===== config.mk =====
export PLATFORM = sky130hd
export DESIGN_NAME = mem_access_ctrl
export DESIGN_NICKNAME = d
export VERILOG_FILES = /design/src/rtl/mem_access_ctrl.sv
export SDC_FILE = /design/constraint.sdc
export NUM_CORES = 1
export LEC_CHECK = 0
export BUFFER_PORTS_ARGS = -buffer_cell sky130_fd_sc_hd__buf_2
export CAP_MARGIN = 20
export CORE_ASPECT_RATIO = 1.2
export CORE_MARGIN = 5
export CORE_UTILIZATION = 53
export CTS_CLUSTER_SIZE = 8
export DETAILED_ROUTE_END_ITERATION = 6
export GPL_TIMING_DRIVEN = 0
export PLACE_DENSITY = 0.92
export SYNTH_ARGS = -nofsm -noshare
export SYNTH_HDL_FRONTEND = slang
export SYNTH_SLANG_ARGS = --single-unit

===== constraint.sdc =====
create_clock -name i_clk -period 5.7 [get_ports i_clk]
set_clock_uncertainty 0.15 [all_clocks]
set_input_delay 0.57 -clock i_clk [delete_from_list [all_inputs] [get_ports i_clk]]
set_output_delay 0.57 -clock i_clk [all_outputs]
set_load 0.1 [all_outputs]

===== src/rtl/mem_access_ctrl.sv =====
// mem_access_ctrl: sequences byte/halfword/word loads and stores from the MEM
// stage onto a word-only data memory. Sub-word stores use read-modify-write,
// loads are lane-extracted and sign/zero extended, and the pipeline is stalled
// until each access finishes. Misaligned, illegal and out-of-range requests
// complete in one cycle with a fault flag and never touch memory.
module mem_access_ctrl #(
    parameter int MEM_WORDS = 256
) (
    input  logic        i_clk,
    input  logic        i_reset,
    input  logic        i_req,
    input  logic [1:0]  i_ctrlMEM,
    input  logic [2:0]  i_funct3,
    input  logic [31:0] i_addr,
    input  logic [31:0] i_storeData,
    output logic        o_stall,
    output logic        o_done,
    output logic [31:0] o_loadData,
    output logic        o_misaligned,
    output logic        o_accessFault,
    output logic [31:0] o_memAddr,
    output logic [31:0] o_memWriteData,
    output logic [1:0]  o_memCtrl,
    input  logic [31:0] i_memReadData
);

    typedef enum logic [2:0] {
        IDLE,
        READ,
        WRITE,
        RMW_RD,
        RMW_WR,
        RESP
    } state_t;

    // First byte address past the end of memory.
    localparam logic [32:0] ADDR_LIMIT = 33'(MEM_WORDS) << 2;

    state_t      r_state;
    state_t      w_nextState;
    logic [31:0] r_addr;
    logic [2:0]  r_funct3;
    logic [31:0] r_storeData;
    logic [31:0] r_oldWord;
    logic [31:0] r_loadData;
    logic        r_misaligned;
    logic        r_accessFault;

    logic        w_isLoad;
    logic        w_isStore;
    logic        w_accessFault;
    logic        w_misaligned;
    logic [7:0]  w_byte;
    logic [15:0] w_half;
    logic [31:0] w_loadExt;
    logic [31:0] w_merged;

    // Classify the incoming request; access faults outrank misalignment.
    always_comb begin
        w_isLoad      = (i_ctrlMEM == 2'b10);
        w_isStore     = (i_ctrlMEM == 2'b01);
        w_accessFault = ~(w_isLoad | w_isStore)
                      | (w_isLoad  & (i_funct3 inside {3'b011, 3'b110, 3'b111}))
                      | (w_isStore & ~(i_funct3 inside {3'b000, 3'b001, 3'b010}))
                      | ({1'b0, i_addr} >= ADDR_LIMIT);
        w_misaligned  = ((i_funct3[1:0] == 2'b01) & i_addr[0])
                      | ((i_funct3[1:0] == 2'b10) & (i_addr[1:0] != 2'b00));
    end

    // Extract and extend the addressed lane of the word being read.
    always_comb begin
        w_byte = i_memReadData[{r_addr[1:0], 3'b000} +: 8];
        w_half = i_memReadData[{r_addr[1], 4'b0000} +: 16];
        case (r_funct3)
            3'b000:  w_loadExt = {{24{w_byte[7]}}, w_byte};
            3'b001:  w_loadExt = {{16{w_half[15]}}, w_half};
            3'b100:  w_loadExt = {24'h000000, w_byte};
            3'b101:  w_loadExt = {16'h0000, w_half};
            default: w_loadExt = i_memReadData;
        endcase
    end

    // Splice the store byte/halfword into the previously read word.
    always_comb begin
        w_merged = r_oldWord;
        if (r_funct3[0]) begin
            w_merged[{r_addr[1], 4'b0000} +: 16] = r_storeData[15:0];
        end else begin
            w_merged[{r_addr[1:0], 3'b000} +: 8] = r_storeData[7:0];
        end
    end

    // State register.
    // NOTE: sequential state uses non-blocking (<=) so every flop samples pre-edge values.
    always_ff @(posedge i_clk or posedge i_reset) begin
        if (i_reset) begin
            r_state <= IDLE;
        end else begin
            r_state <= w_nextState;
        end
    end

    // Next-state and memory-side outputs decoded from the current state.
    // NOTE: every output gets a default first so no path through the case infers a latch.
    always_comb begin
        w_nextState    = r_state;
        o_memCtrl      = 2'b00;
        o_memWriteData = 32'h0;
        o_memAddr      = {r_addr[31:2], 2'b00};
        o_done         = 1'b0;
        o_misaligned   = 1'b0;
        o_accessFault  = 1'b0;
        case (r_state)
            IDLE: begin
                o_memAddr = 32'h0;
                if (i_req) begin
                    if (w_accessFault | w_misaligned) w_nextState = RESP;
                    else if (w_isLoad)                w_nextState = READ;
                    else if (i_funct3 == 3'b010)      w_nextState = WRITE;
                    else                              w_nextState = RMW_RD;
                end
            end
            READ: begin
                o_memCtrl   = 2'b10;
                w_nextState = RESP;
            end
            WRITE: begin
                o_memCtrl      = 2'b01;
                o_memWriteData = r_storeData;
                w_nextState    = RESP;
            end
            RMW_RD: begin
                o_memCtrl   = 2'b10;
                w_nextState = RMW_WR;
            end
            RMW_WR: begin
                o_memCtrl      = 2'b01;
                o_memWriteData = w_merged;
                w_nextState    = RESP;
            end
            RESP: begin
                o_done        = 1'b1;
                o_misaligned  = r_misaligned;
                o_accessFault = r_accessFault;
                w_nextState   = IDLE;
            end
            default: w_nextState = IDLE;
        endcase
    end

    // Request capture in IDLE, load result and old-word capture from memory.
    always_ff @(posedge i_clk or posedge i_reset) begin
        if (i_reset) begin
            r_addr        <= 32'h0;
            r_funct3      <= 3'b000;
            r_storeData   <= 32'h0;
            r_oldWord     <= 32'h0;
            r_loadData    <= 32'h0;
            r_misaligned  <= 1'b0;
            r_accessFault <= 1'b0;
        end else begin
            case (r_state)
                IDLE: begin
                    if (i_req) begin
                        r_addr        <= i_addr;
                        r_funct3      <= i_funct3;
                        r_storeData   <= i_storeData;
                        r_accessFault <= w_accessFault;
                        r_misaligned  <= w_misaligned & ~w_accessFault;
                    end
                end
                READ:    r_loadData <= w_loadExt;
                RMW_RD:  r_oldWord  <= i_memReadData;
                default: ;
            endcase
        end
    end

    assign o_loadData = r_loadData;
    assign o_stall    = i_req & ~o_done;

endmodule


Word-level counts from Yosys, hierarchy flattened
Cells that the tools add are included.

Register bits: 136. Output and inout bits: 102.

Add/subtract/negate cells: 2. $lt $le $gt $ge: 1. Equal/unequal tests: 18. Shift operators: 6. Mux-type cells: 15. Bitwise gates (word level): 16. Reduce and logical (&&, ||, !) cells: 10.

Operators with widths (number): 32-bit case mux with 4 select lines (1); 32-bit bitwise mux (2); 32-bit two-way mux (2); 32-bit case mux with 2 select lines (1); 32-bit by 11-bit greater-or-equal comparator with 1-bit output, second input constant (1); 16-bit by 7-bit variable shift with 32-bit output, first input constant (1); 8-bit by 7-bit variable shift with 32-bit output, first input constant (1); 16-bit by 7-bit indexed part select with 32-bit output (1); 32-bit by 6-bit indexed part select with 16-bit output (1); 32-bit by 6-bit indexed part select with 8-bit output (1); 8-bit by 7-bit indexed part select with 32-bit output (1); 3-bit equality test, second input constant (6); 5-bit negator with 7-bit output (2); 3-bit by 2-bit equality test with 1-bit output, second input constant (4); 3-bit by 1-bit equality test with 1-bit output, second input constant (3); 3-bit logical NOT (3); 3-bit case mux with 3 select lines (1); 1-bit AND (6); 3-bit two-way mux (2); 1-bit OR (6); 3-bit nonzero test (2); 2-bit by 1-bit equality test with 1-bit output, second input constant (2); 2-bit equality test, second input constant (2); 1-bit two-way mux (4); 8 further kinds (12).

Depth between registers and ports, before layout
Gate-level depths: netlist of the first run.

Word-level depth: 10. Gate-level depth with buffers: 9. Mapped depth without buffers: 6.

Least setup slack after synthesis of the first run
No wires, ideal clock.

Kind: register -> output. From: register r_state[2]. To: output o_stall. Arrival: 2.643 ns. Required time: 4.980 ns. Setup slack: 2.337 ns. Cell stages (with the launch flop): 5. Buffers on the path: 1. Path through: dfrtp_1 > buf_4 > nor2b_1 > and2_1 > nor2b_1.

Cells in the longest elaborated chain, start to end: 4.

RTL lines: start, declared (RTL line 39) `state_t r_state;`; start signal, assigned (RTL line 99) `r_state <= w_nextState;`; 3-bit equality test (RTL line 113) `case (r_state)`; 1-bit two-way mux (RTL line 113); via o_done (RTL line 17) `output logic o_done,`; 1-bit inverter (RTL line 180) `assign o_stall = i_req & ~o_done;`; 1-bit AND (RTL line 180); end, declared (RTL line 16) `output logic o_stall,`.

The timed path passes the listed nets, and every way through them passes these cells.

Worst setup path in the final report of the first run
From: register r_addr[1]. To: output o_memWriteData[15].

Cells in the longest elaborated chain, start to end: 5. Elaborated cells between the ends (all ways): 10.

RTL lines: start, declared (RTL line 41) `logic [31:0] r_addr;`; start signal, assigned (RTL line 165) `r_addr <= i_addr;`; 5-bit negator with 7-bit output, on equally long branches (RTL line 87, 89); 16-bit by 7-bit indexed part select with 32-bit output (tied with other cells) (RTL line 87) `w_merged[{r_addr[1], 4'b0000} +: 16] = r_storeData[15:0];`; 32-bit bitwise mux, on equally long branches (RTL line 87, 89); 32-bit two-way mux * (RTL line 86) `if (r_funct3[0]) begin`; 32-bit case mux with 2 select lines * (RTL line 113); end, declared (RTL line 22) `output logic [31:0] o_memWriteData,`.

Every way passes the cells marked *; elsewhere a longest branch is shown, timed or not.

==> results of run 1 <==
[path summary, 6_finish.rpt]
| check | end | slack (ns) | depth (start not counted) |
|---|---|---|---|
| min in group i_clk | r_addr[8] | 0.18 | 3 |
| worst min-delay path | r_addr[28] | 0.01 | 2 |
| worst max-delay path | o_memWriteData[15] | 1.80 | 10 |
| worst min register to register | r_storeData[21] | 0.31 | 2 |
| max in group asynchronous | o_loadData[30] | 4.59 | 3 |
| worst max register to register | o_loadData[23] | 3.65 | 6 |
[stage by stage]
stage	setup slack, ns	util [%]	instance area (sq um)	TNS, ns	hold slack, ns
after detailed placement	2.40	63.6	8450	0	0.305
after floorplan	1.34	-	7200	0	0.287
after global routing	1.65	67.6	8990	0	0.0416
after CTS	1.86	67.6	8990	0	0.0257
after global placement	-0.101	63.3	8420	-12.59	0.299
final	1.80	67.6	8990	0	0.0128
[area by class of cell]
cell class	instances	area, sq um	share of cell area [%]
clock inverters	4	70.1	0.779
clock buffers	26	469	5.22
multi-input cells	575	3480	38.7
inverters	8	35.0	0.390
repair buffers	204	1040	11.6
flip-flops and latches	136	3400	37.8
plain buffers	54	285	3.17
well taps	168	210	2.34
[kinds of logic after synthesis]
group / count (synthesis) / synth area share (%)
compound gates: 144 / 15.0
fa+ha+maj: 5 / 0.870
buf+inv: 62 / 4.38
flops: 136 / 47.3
mux: 58 / 8.80
other cells: 1 / 0.0521
simple gates: 366 / 23.6
[sequential cells by signal, summed over array words and instances, names as in the netlist]
name / flops
o_loadData: 32
r_storeData: 32
r_accessFault: 1
r_addr: 32
r_funct3: 3
r_state: 3
r_misaligned: 1
r_oldWord: 32
[Yosys cell counts (5+ instances only)]
master	instances
sky130_fd_sc_hd__ha_1	5
sky130_fd_sc_hd__o31ai_1	7
sky130_fd_sc_hd__nor3b_1	8
sky130_fd_sc_hd__nor2b_1	37
sky130_fd_sc_hd__or3_1	8
sky130_fd_sc_hd__mux2_2	32
sky130_fd_sc_hd__dfrtp_1	136
sky130_fd_sc_hd__nor4_1	5
sky130_fd_sc_hd__inv_1	6
sky130_fd_sc_hd__a221o_1	24
sky130_fd_sc_hd__nand2b_1	11
sky130_fd_sc_hd__a21oi_1	37
sky130_fd_sc_hd__o21ai_0	18
sky130_fd_sc_hd__nor2_1	26
sky130_fd_sc_hd__nand2_1	235
sky130_fd_sc_hd__and2_1	12
sky130_fd_sc_hd__a22o_1	25
sky130_fd_sc_hd__o21ai_1	6
sky130_fd_sc_hd__buf_4	6
sky130_fd_sc_hd__clkbuf_1	14
sky130_fd_sc_hd__a21oi_2	11
sky130_fd_sc_hd__mux2i_1	25
sky130_fd_sc_hd__buf_2	30
sky130_fd_sc_hd__nand3b_1	8
[per-layer routing]
layer | vias up | share of wire (%)
li1 | 3094 | -
met1 | 3188 | 37
met2 | 401 | 48
met3 | 78 | 11
met4 | 6 | 4.2
met5 | - | 0.13
[placed cells by master, fill, tap and decap left out, types with 12 or more instances in the layout]
| cell type | n |
|---|---|
| sky130_fd_sc_hd__a22o_1 | 25 |
| sky130_fd_sc_hd__a21oi_1 | 37 |
| sky130_fd_sc_hd__nor2b_1 | 37 |
| sky130_fd_sc_hd__a221o_1 | 24 |
| sky130_fd_sc_hd__nand2_1 | 235 |
| sky130_fd_sc_hd__nor2_1 | 26 |
| sky130_fd_sc_hd__mux2_2 | 32 |
| sky130_fd_sc_hd__clkbuf_1 | 22 |
| sky130_fd_sc_hd__buf_2 | 233 |
| sky130_fd_sc_hd__and2_1 | 12 |
| sky130_fd_sc_hd__mux2i_1 | 25 |
| sky130_fd_sc_hd__dfrtp_1 | 136 |
| sky130_fd_sc_hd__clkbuf_16 | 17 |
| sky130_fd_sc_hd__o21ai_0 | 18 |
==> run summary, run 1 <==
floorplan die area - 16000 sq um
final non-filler cell total - 1175
total DRC errors in the routed layout - 1
critical-path cell with the highest stage delay - sky130_fd_sc_hd__dfrtp_1
category of the critical setup timing path - flop to output port
area added between synthesis and finish - 25.1%
fraction of the cycle the final worst path needs - 68.4%
crit-path most repeated cell - sky130_fd_sc_hd__buf_2
clock buffers created by TritonCTS - 17
worst flop-to-flop path startpoint - r_addr[1]
Detail Placement HPWL - 16500 um
CTS Sinks - 136
TritonCTS clock tree - built
largest fanout on the critical path - 12
maximum buffer depth of the clock tree - 2
Setup crit start - r_addr[1]
number of detailed-routing iterations run before antenna repair - 7
H-tree levels - 4
critical path, cell by cell - buf_6, inv_1, buf_2, ha_1, nor2b_1, and3_1, buf_2, a221o_1, a22o_1, buf_2
overall routing resource usage - 27.8%
top cells by area, synth - sky130_fd_sc_hd__dfrtp_1 47%, sky130_fd_sc_hd__nand2_1 12%, sky130_fd_sc_hd__mux2_2 5.0%
global routing met2 resource utilization - 45.7%
met1 layer usage reported by global route - 33.0%
effective utilization at floorplan - 54.1%
number of buffers inserted by post-CTS setup repair - 0
max-slew violation total from the final report - 0
grt ovf - 0
layout cell share with drive strength beyond 1 - 32.1%
sequential area share after synthesis - 47.3%
Core Box Area - 13300 sq um
most frequently used flop master after synthesis - sky130_fd_sc_hd__dfrtp_1
delay of the slowest cell on the worst path - 0.43 ns
slew at the pin closest to its max-slew limit - 0.672 ns
setup-violating endpoint count in the final report - 0
area share of the largest cell type after synthesis - 47.3%
number of flops mapped to enable cells by yosys - 0
maximum capacitance violations - 0
worst path bufs/invs - 5
Hold/Removal Path Class - input port to async pin
number of instances resized during post-cts repair - 0
required time reported for the critical path endpoint - 4.98 ns
Inst Count DP - 1145
weighted congestion at the end of routability-driven global placement - 0.909
Yosys warning total - 0
number of antenna violations at the first check in global routing - 3
average routed wire per standard cell - 18.7 um
Via density - 5.76
routing usage on met3 - 8.26%
most used routing layer - met2
post-synth cell types - 55
Yosys top cell by area - sky130_fd_sc_hd__dfrtp_1
vias in the first global route - 6743
die span in y - 138 um
antenna diode count - 0
number of endpoints with negative hold slack in the final report - 0
Netlist Area Pre-Place - 7190 sq um
failing checks - design-rule violations
setup repair after global routing missed its margin - false
outcome - finished with violations
aggregate routed wire length - 22000 um
global-route wire length before repair - 34200 um
critical path launch point type - flop
share of synthesized registers carrying an async set or reset - 100%
clock-pin transition on the worst setup and hold timing paths - 0.06 ns
number of ports placed on the die boundary - 206
flip-flop and latch count after synthesis - 136
Post-layout nets - 1105
pin count of the biggest net entering global routing - 93
post-detailed-route count of antenna-violating nets - 0
Filler Cells Inserted - 1039
Largest delay share family, worst path - buffers and inverters
Max-slew headroom - 55.1%
average cell area after synthesis - 9.32 sq um
total via count after detailed routing - 6767
post-cts hold buffer count - 0
cell count after synthesis - 772
Fmax - 257 MHz
master cell of the clock root buffer - sky130_fd_sc_hd__clkbuf_16
minimum clock period after layout - 3.90 ns
clock insertion delay at the later pin of the skew report - 0.42 ns
Initial DRC Count - 573
arrival time at the worst endpoint - 3.18 ns
endpoint kind of the worst setup timing path - output port
number of buffers added on ports - 203
width of the chip - 116 um
number of placement rows - 46
Power of run 1 is left out: the tool's default activity adds up to more than one toggle a clock period on the data nets, which glitch-free logic cannot reach.
==> run 2: changes to the inputs <==
- ABC_AREA: not set -> 1
- clock period: 5.7 -> 3.7 ns (I/O delays scaled with it)
==> run summary, run 2 <==
aggregate negative setup slack - 0 ns
post-detailed-route count of antenna-violating nets - 0
effective utilization at floorplan - 54.0%
Hold/Removal Path Class - input port to flop
number of detailed-routing iterations run before antenna repair - 5
Post-layout nets - 1335
flip-flop and latch count after synthesis - 136
category of the critical setup timing path - flop to output port
total DRC errors in the routed layout - 0
setup-violating endpoint count in the final report - 0
outcome - complete, no violations
mux share of post-synthesis cell area - 0%
max-slew violation total from the final report - 0
Yosys top cell by area - sky130_fd_sc_hd__dfrtp_1
H-tree levels - 4
layout cell share with drive strength beyond 1 - 23.2%
area share of and/or/nand/nor cells after synthesis - 18.6%
total via count after detailed routing - 7998
number of ports placed on the die boundary - 206
number of placement rows - 47
Detail Placement HPWL - 19000 um
largest fanout on the critical path - 12
minimum clock period after layout - 3.59 ns
fraction of the cycle the final worst path needs - 97.1%
most frequently used flop master after synthesis - sky130_fd_sc_hd__dfrtp_1
overall routing resource usage - 30.3%
area added between synthesis and finish - 27.2%
average cell area after synthesis - 7.50 sq um
Post-Layout Inst Area - 9490 sq um
top cells by area, synth - sky130_fd_sc_hd__dfrtp_1 46%, sky130_fd_sc_hd__nand2_1 10%, sky130_fd_sc_hd__o21ai_0 9.4%
average routed wire per standard cell - 17.9 um
dominant combinational cell family by area after synthesis - compound AO/OA/AOI/OAI gates
maximum buffer depth of the clock tree - 2
weighted congestion at the end of routability-driven global placement - 0.994
Worst R2R Path Depth - 7
arrival time at the worst endpoint - 3.07 ns
aggregate routed wire length - 25200 um
Initial DRC Count - 835
number of flops mapped to enable cells by yosys - 0
vias in the first global route - 8038
pin count of the biggest net entering global routing - 43
number of buffers inserted by post-CTS setup repair - 0
post-synth cell types - 35
sequential area share after synthesis - 45.6%
Yosys warning total - 0
Netlist Area Pre-Place - 7460 sq um
area share of the largest cell type after synthesis - 45.6%
Via density - 5.67
width of the chip - 118 um
share of synthesized registers carrying an async set or reset - 100%
global-route wire length before repair - 40600 um
number of antenna violations at the first check in global routing - 3
required time reported for the critical path endpoint - 3.18 ns
commonest non-fill, non-tap cells in the layout - 207 x sky130_fd_sc_hd__buf_2, 199 x sky130_fd_sc_hd__nand2_1, 148 x sky130_fd_sc_hd__inv_1
final hold slack - 0.00953 ns
Core Box Area - 13800 sq um
slew at the pin closest to its max-slew limit - 0.685 ns
compound-gate portion of the synthesized area - 22.8%
number of cells traversed by the worst hold path - 3
floorplan die area - 16600 sq um
Filler Cells Inserted - 1147
clock-pin transition on the worst setup and hold timing paths - 0.06 ns
critical path launch point type - flop
TritonCTS clock tree - built
Setup crit start - r_addr[1]
most frequent standard cell in the layout excluding fill and tap cells - sky130_fd_sc_hd__buf_2
clock buffers created by TritonCTS - 17
worst reg2reg setup slack - 1.79 ns
worst flop-to-flop path startpoint - r_state[2]
final non-filler cell total - 1410
CTS Sinks - 136
commonest cells in the synthesized netlist - 199 x sky130_fd_sc_hd__nand2_1, 149 x sky130_fd_sc_hd__inv_1, 140 x sky130_fd_sc_hd__o21ai_0, 136 x sky130_fd_sc_hd__dfrtp_1, 74 x sky130_fd_sc_hd__a21oi_1
Worst Hold Launch - i_storeData[29]
Fmax - 278 MHz
die span in y - 140 um
clock insertion delay at the later pin of the skew report - 0.42 ns
number of endpoints with negative hold slack in the final report - 0
library cell with the highest instance count after synthesis - sky130_fd_sc_hd__nand2_1
cell count after synthesis - 994
Max-slew headroom - 54.3%
endpoint kind of the worst setup timing path - output port
grt ovf - 0
Post-Synth XOR/XNOR Area - 0%
Inst Count DP - 1372
number of buffers added on ports - 203
maximum capacitance violations - 0
master cell of the clock root buffer - sky130_fd_sc_hd__clkbuf_16
instance area after placement - 8760 sq um
adder-cell share of the synthesized area - 0.839%
-- run 2: changes by cell type in the layout (fill, tap and decap cells not counted), moves of 36 or more --
cell | before | now
sky130_fd_sc_hd__nand3_1 | 1 | 46
sky130_fd_sc_hd__a21oi_1 | 37 | 74
sky130_fd_sc_hd__nor2b_1 | 37 | 0
sky130_fd_sc_hd__inv_1 | 5 | 148
sky130_fd_sc_hd__o21ai_0 | 18 | 135
sky130_fd_sc_hd__nand2_1 | 235 | 199
sky130_fd_sc_hd__nor2_1 | 26 | 71
-- run 2: stage by stage --
stage               util, %  worst slack (ns)
floorplan                 -           -0.0636
global placement       63.0           -0.0569
detailed placement     63.4            -0.125
CTS                    68.3           0.00118
global route           68.6          -0.00331
finish                 68.6             0.107
-- run 2: layout make-up --
type,count,area [sq um],share of cell area (%)
buffer,61,304,3.20
inverter,157,599,6.32
multi-input combinational,639,3170,33.4
clock buffer,24,482,5.08
timing repair buffer,214,1240,13.1
clock inverter,7,70.1,0.739
tap,171,214,2.26
antenna,1,2.50,0.0264
sequential,136,3400,35.9
-- run 2: cells by family (layout without fill, tap and decap cells) --
| logic type | after synthesis | in the layout |
|---|---|---|
| and+or+nand+nor | 335 | 335 |
| DFF | 136 | 136 |
| adders and majority gates | 5 | 5 |
| buffers and inverters | 220 | 463 |
| AOI/OAI and AO/OA | 297 | 297 |
| other | 1 | 3 |
-- run 2: per-layer routing --
layer	wire (um)	GRT usage (%)	share of wire (%)	up-vias
li1	-	-	-	3730
met1	9710	38.1	38	3770
met2	12400	49.8	49	398
met3	1880	6.90	7.5	96
met4	1220	13.9	4.8	4
met5	27	0	0.11	-
-- run 2: worst max-delay path, cell delays in order, from the launching register on --
cell and delay (ns):
sky130_fd_sc_hd__dfrtp_2 0.41, sky130_fd_sc_hd__buf_4 0.19, sky130_fd_sc_hd__clkinv_2 0.18, sky130_fd_sc_hd__clkbuf_4 0.27
sky130_fd_sc_hd__ha_1 0.24, sky130_fd_sc_hd__inv_1 0.18, sky130_fd_sc_hd__clkbuf_4 0.24, sky130_fd_sc_hd__nand2_1 0.07
sky130_fd_sc_hd__o221ai_1 0.15, sky130_fd_sc_hd__o311ai_0 0.22, sky130_fd_sc_hd__o21ai_0 0.20, sky130_fd_sc_hd__clkbuf_8 0.31
-- run 2: final timing paths --
path,endpoint
max in group asynchronous,r_oldWord[17]
min,r_storeData[29]
min reg2reg,o_loadData[0]
max,o_memWriteData[16]
max reg2reg,r_state[2]
min in group asynchronous,r_storeData[30]
-- run 2: repair_timing --
item / 4_1_cts / 5_1_grt
hold buffers: 8 / 0
hold endpoints to repair: 33 / 0
resized for setup: 21 / 20
setup endpoints to repair: 32 / 26
pin swaps: 0 / 0
cloned: 0 / 0
Power of run 2 is left out for the same reason.
